$ cat src/rtl/serializer_gen2.sv
// serializer_gen2: parallel-to-serial converter for the UART TX path.
// Shifts on an external bit-rate tick and reloads on the last tick, so back-to-back words leave no gap.
module serializer_gen2 #(
   parameter int   DATA_WIDTH = 8,
   parameter bit   MSB_FIRST  = 1'b0,
   parameter logic IDLE_LEVEL = 1'b1,
   localparam int  CNT_W      = $clog2(DATA_WIDTH)
) (
   input  logic                  Serializer_CLK,
   input  logic                  Serializer_RST_ASYN,
   input  logic [DATA_WIDTH-1:0] Serializer_ParallelData,
   input  logic                  Serializer_Valid,
   output logic                  Serializer_Ready,
   input  logic                  Serializer_En,
   output logic                  Serializer_SerialData,
   output logic                  Serializer_Busy,
   output logic                  Serializer_Done
);

   typedef enum logic {
      S_IDLE  = 1'b0,
      S_SHIFT = 1'b1
   } state_t;

   localparam logic [CNT_W-1:0] LAST_CNT = CNT_W'(DATA_WIDTH - 1);

   state_t                r_state;
   state_t                w_state_nxt;
   logic [DATA_WIDTH-1:0] r_shreg;
   logic [DATA_WIDTH-1:0] w_shreg_nxt;
   logic [DATA_WIDTH-1:0] w_shifted;
   logic [CNT_W-1:0]      r_cnt;
   logic [CNT_W-1:0]      w_cnt_nxt;
   logic                  w_busy;
   logic                  w_tick;
   logic                  w_last;
   logic                  w_ready;
   logic                  w_load;
   logic                  w_out_bit;

   assign w_busy  = (r_state == S_SHIFT);
   assign w_tick  = w_busy & Serializer_En;
   assign w_last  = w_tick & (r_cnt == LAST_CNT);
   assign w_ready = (r_state == S_IDLE) | w_last;
   assign w_load  = Serializer_Valid & w_ready;

   // Bit order selects shift direction and which end of the word feeds the line.
   generate
      if (MSB_FIRST) begin : g_msb
         assign w_shifted = {r_shreg[DATA_WIDTH-2:0], 1'b0};
         assign w_out_bit = r_shreg[DATA_WIDTH-1];
      end else begin : g_lsb
         assign w_shifted = {1'b0, r_shreg[DATA_WIDTH-1:1]};
         assign w_out_bit = r_shreg[0];
      end
   endgenerate

   // State, shift register and bit counter update.
   always_ff @(posedge Serializer_CLK or negedge Serializer_RST_ASYN) begin
      if (!Serializer_RST_ASYN) begin
         r_state <= S_IDLE;
         r_shreg <= '0;
         r_cnt   <= '0;
      end else begin
         r_state <= w_state_nxt;
         r_shreg <= w_shreg_nxt;
         r_cnt   <= w_cnt_nxt;
      end
   end

   // Next-state logic: a load (from IDLE or on the last tick) beats everything else.
   always_comb begin
      w_state_nxt = r_state;
      w_shreg_nxt = r_shreg;
      w_cnt_nxt   = r_cnt;
      if (w_load) begin
         w_state_nxt = S_SHIFT;
         w_shreg_nxt = Serializer_ParallelData;
         w_cnt_nxt   = '0;
      end else begin
         unique case (r_state)
            S_IDLE: begin
               w_state_nxt = S_IDLE;
            end
            S_SHIFT: begin
               if (w_last) begin
                  w_state_nxt = S_IDLE;
                  w_cnt_nxt   = '0;
               end else if (w_tick) begin
                  w_shreg_nxt = w_shifted;
                  w_cnt_nxt   = r_cnt + CNT_W'(1);
               end
            end
            default: begin
               w_state_nxt = S_IDLE;
            end
         endcase
      end
   end

   assign Serializer_Ready      = w_ready;
   assign Serializer_Done       = w_last;
   assign Serializer_Busy       = w_busy;
   assign Serializer_SerialData = w_busy ? w_out_bit : IDLE_LEVEL;

endmodule

$ cat config.mk
export PLATFORM = sky130hd
export DESIGN_NAME = serializer_gen2
export DESIGN_NICKNAME = d
export VERILOG_FILES = /design/src/rtl/serializer_gen2.sv
export SDC_FILE = /design/constraint.sdc
export NUM_CORES = 1
export LEC_CHECK = 0
export CORE_MARGIN = 2
export CORE_UTILIZATION = 42
export CTS_CLUSTER_SIZE = 12
export DETAILED_ROUTE_END_ITERATION = 7
export PLACE_DENSITY = 0.72
export SYNTH_ARGS = -nofsm -noshare
export SYNTH_HDL_FRONTEND = slang
export SYNTH_SLANG_ARGS = --single-unit
$ cat constraint.sdc
create_clock -name Serializer_CLK -period 1.6 [get_ports Serializer_CLK]
set_input_delay 0.24 -clock Serializer_CLK [delete_from_list [all_inputs] [get_ports Serializer_CLK]]
set_output_delay 0.24 -clock Serializer_CLK [all_outputs]
set_load 0.005 [all_outputs]
Word level (Yosys, flattened, before mapping):

Index checks and enable logic that the tools add are counted.

* register bits after elaboration: 12
* input port bits: 12
* logic and storage cells: 28

* add/subtract/negate cells: 1
* equality and inequality tests: 2
* mux-type cells: 12
* bitwise gates (word level): 5
* reduce and logical (&&, ||, !) cells: 5

Operators by type and width (count)
* $mux 8: 4
* $mux 3: 4
* $reduce_bool 2->1: 2
* $add 3x1->3 const B: 1
* $and 1x1->1: 3
* $eq 3x3->1 const B: 1
* $mux 1: 3
* $reduce_and 3->1: 1
* $reduce_bool 3->1: 1
* $ne 2x1->1 const B: 1
* $pmux 1 s2: 1
* $reduce_and 2->1: 1
* $not 1->1: 1
* $or 1x1->1: 1

Longest topological paths before layout:

* word-level depth: 6
* depth in mapped cells: 7

Least setup slack after synthesis:

OpenSTA, ideal clock, no wires.

* kind: reg-to-reg
* from: register r_cnt[0]
* to: register r_shreg[2]
* setup time: 119 ps
* arrival: 1417 ps
* required time: 1481 ps
* setup slack: 64 ps
* stages on the path, launching flop included: 7
* buffers on the path: 0
* period minus slack after synthesis: 1536 ps
* path through: dfrtp_1 -> ha_1 -> ha_1 -> a21bo_4 -> nand2_8 -> mux2i_1 -> o21ai_2

* word-level cells in the longest chain between the ends: 6

Ends and longest elaborated chain
* from (decl): RTL line 32 `logic [CNT_W-1:0] r_cnt;`
* from (signal assigned): RTL line 67 `r_cnt <= w_cnt_nxt;`
* $eq 3x3->1 (*): RTL line 43 `assign w_last = w_tick & (r_cnt == LAST_CNT);`
* $and 1x1->1 (*): RTL line 43
* $or 1x1->1 (*): RTL line 44 `assign w_ready = (r_state == S_IDLE) | w_last;`
* via Serializer_Ready: RTL line 13 `output logic Serializer_Ready,`
* $and 1x1->1 (*): RTL line 45 `assign w_load = Serializer_Valid & w_ready;`
* $ne 2x1->1 (no line) or $reduce_bool 2->1 (tied branches)
* $reduce_and 3->1 (no line)
* to (signal assigned): RTL line 66 `r_shreg <= w_shreg_nxt;`
* to (decl): RTL line 29 `logic [DATA_WIDTH-1:0] r_shreg;`

Mark *: on every way through the listed nets, which the timed path passes. The rest lies on a longest branch.
A chain may end at the register's enable or synchronous reset.

Worst setup path in the final report:

* from: register r_cnt[0]
* to: output Serializer_Ready

* word-level cells in the longest chain between the ends: 3

Ends and longest elaborated chain (RTL line)
* $eq 3x3->1: 43
* $and 1x1->1: 43
* $or 1x1->1: 44
* to (decl): 13

Every way passes these cells.

==> metrics.md <==
| Metric | Value |
|---|---|
| Status | `finished with violations` |
| Failing checks | `negative setup slack` |
| Total core area | `1510 um^2` |
| Top cells by count, synth | `dfrtp_1, nand2_1, mux2i_1` |
| Most frequent cell after synthesis | `dfrtp_1` |
| Dominant synthesized flop cell | `dfrtp_1` |
| Std cell rows | `14` |
| Design area | `973 um^2` |
| CTS Root Cell | `clkbuf_4` |
| WHS | `0.314 ns` |
| Worst setup SP type | `flop` |
| Peak VDD IR | `0.738 mV` |
| Setup WS post-layout | `-0.000983 ns` |
| Hold Violations, Final | `0` |
| Max incr delay on CP | `0.40 ns` |
| Gate Count Post-Synth | `61` |
| CP Cell Sequence | `ha_2, ha_4, a21bo_4, buf_6` |
| Area growth, synth to finish | `44.6%` |
| CP Capture Type | `output port` |
| CTS tree | `yes` |
| Clock group share of total power | `17.8%` |
| Routed wire length | `1.38 mm` |
| Post-synth ARST share | `100%` |
| Post-place setup slack | `-0.128 ns` |
| Slew Viols, Final | `0` |
| Iteration-0 DRC Markers | `9` |
| Initial core utilization | `44.7%` |
| Global-route wire length before repair | `2.33 mm` |
| CTS clk-pin slew, worst paths | `0.09 ns` |
| Fin util | `64.6%` |
| Cell at the slowest stage of the critical path | `dfrtp_1` |
| Post-synth top area cell | `dfrtp_1` |
| WP buf/inv | `1` |
| Largest cells by area after synthesis | `dfrtp_1, mux2i_1, nand2_1, o21ai_2, ha_1` |
| Initial antenna violation count | `0` |
| Post-synthesis cell type count | `22` |
| Clock Tree Buf Depth | `2` |
| Slew margin rel. | `63.1%` |
| Worst slew pin tran | `0.552 ns` |
| Placed Cells | `96` |
| Max-Cap Viols | `0` |
| RSZ-0062 raised after global routing | `yes` |
| Die ar. | `1940 um^2` |
| Worst path required time | `1.36 ns` |
| Hold WC Path Type | `in -> async` |
| Fin Clk Skew | `0.00569 ns` |
| Port bufs | `15` |
| CTS sink cnt | `12` |
| Routed WL per cell | `13.1 um` |
| Routability cong. | `0.715` |
| Yosys top cell area share | `44.6%` |
| Sw Ratio | `33.2%` |
| Via density per instance | `5.20` |
| Die Wd | `44.0 um` |
| Setup Viol. Count Final | `1` |
| Register area | `302 um^2` |
| I/O pin count | `16` |
| Crit-path leading delay family | `flip-flops` |
| Fin crit period | `1.60 ns` |
| Clk_lat worst skew | `0.28 ns` |
| Internal power | `0.938 mW` |
| Die Y | `44.0 um` |
| Fmax | `0.625 GHz` |
| HPWL Detailed | `934 um` |
| Drt first pass iters | `4` |
| N_diodes | `0` |
| Synthesized area per cell | `11.0 um^2` |
| Footprint of the multi-input gates | `377 um^2` |
| Mapped Area | `673 um^2` |
| Arrival time at the worst endpoint | `1.36 ns` |
| Number of CTS-inserted buffers | `3` |
| Mapped Nets | `75` |
| EDFF count, synth | `0` |
| Combinational power share | `47.0%` |
| Lkg Pwr | `0.503 nW` |
| Seq/Total Area, Yosys | `44.6%` |
| YS warnings | `0` |
| Final non-filler cell total | `105` |
| Drt drc | `0` |
| Flop pwr share | `35.3%` |
| Sw Pwr | `0.466 mW` |
| Placed Area | `872 um^2` |
| #FFs+latches synth | `12` |
| Setup TNS | `-0.000983 ns` |
| Pin count of the biggest net entering global routing | `13` |
| Detail Route Antenna Nets | `0` |
| Crit Path Category | `reg -> out` |
| Vias in the first global route | `578` |
| Total power | `1.40 mW` |
| Remaining Overflow, GRT | `0` |
| Fin crit share | `100%` |
| Global Route Usage Sum | `16.7%` |
| PD cells | `1440 nW/um^2` |
| H-tree lvl count | `1` |
| NumNets Final | `104` |
| Vias | `546` |
| Filler Cell Count | `135` |
| Layout cells sized above 1 | `33.7%` |
| Post-CTS Hold Fix Bufs | `0` |
| CP max FO | `4` |
==> final cells by class <==
class	instances	area share, %
flip-flops and latches	12	31.0
inverters	2	0.771
multi-input cells	46	38.7
repair buffers	25	23.8
well taps	16	2.06
clock buffers	4	3.73
==> metal layers <==
layer / GRT usage (%) / share of wire, % / wire length [um] / vias up
met2: 28.5 / 52 / 723 / 10
met3: 5.31 / 3.6 / 49 / 2
met1: 18.9 / 43 / 592 / 260
met5: 0 / 0 / 0 / -
li1: - / - / - / 274
met4: 7.88 / 0.94 / 13 / 0
==> cell families (layout without fill, tap and decap cells) <==
logic type,count (synthesis),count (layout),share of synthesized area [%]
multiplexers,10,10,15.1
adder cells (fa/ha/maj),2,2,3.72
AO/OA/AOI/OAI,14,15,17.1
flip-flops,12,12,44.6
buffers and inverters,4,31,3.53
AND/OR/NAND/NOR,19,19,16.0
==> cell usage in the layout (no fill, tap or decap), types with 2 or more instances in the layout <==
cell and instances:
buf_4 8, buf_6 3, clkbuf_4 3, clkdlybuf4s50_1 12, dfrtp_1 11, inv_1 2
mux2i_1 9, nand2_1 11, nor2_1 2, o21ai_0 2, o21ai_1 5, o21ai_2 3
==> sequential cells by signal, summed over array words and instances, names as in the netlist <==
signal           flops
r_shreg              8
r_cnt                3
Serializer_Busy      1
==> power by group through the flow <==
stage	clock (mW)	sequential, mW	combinational (mW)
floorplan	0	0.485	0.395
global placement	0	0.494	0.569
detailed placement	0	0.503	0.577
CTS	0.255	0.497	0.666
global route	0.272	0.510	0.729
finish	0.249	0.495	0.660
==> final timing paths <==
kind	from	end	slack, ns	cells after the start
max reg2reg	r_cnt[0]	r_shreg[2]	-0.001	7
min	Serializer_RST_ASYN	r_shreg[4]	0.31	1
min reg2reg	r_shreg[3]	r_shreg[3]	0.48	2
max	r_cnt[0]	Serializer_Ready	-0.001	4
max in group asynchronous	Serializer_RST_ASYN	Serializer_Busy	0.89	1
min in group Serializer_CLK	r_shreg[3]	r_shreg[3]	0.48	2
==> repair_timing <==
action                                  CTS  global route
cloned                                    1             0
buffers inserted                          4             0
resized for setup                        15             1
pin swaps                                 4             2
endpoints found under the setup margin   11            11
Power figures use the tool's default switching activity.
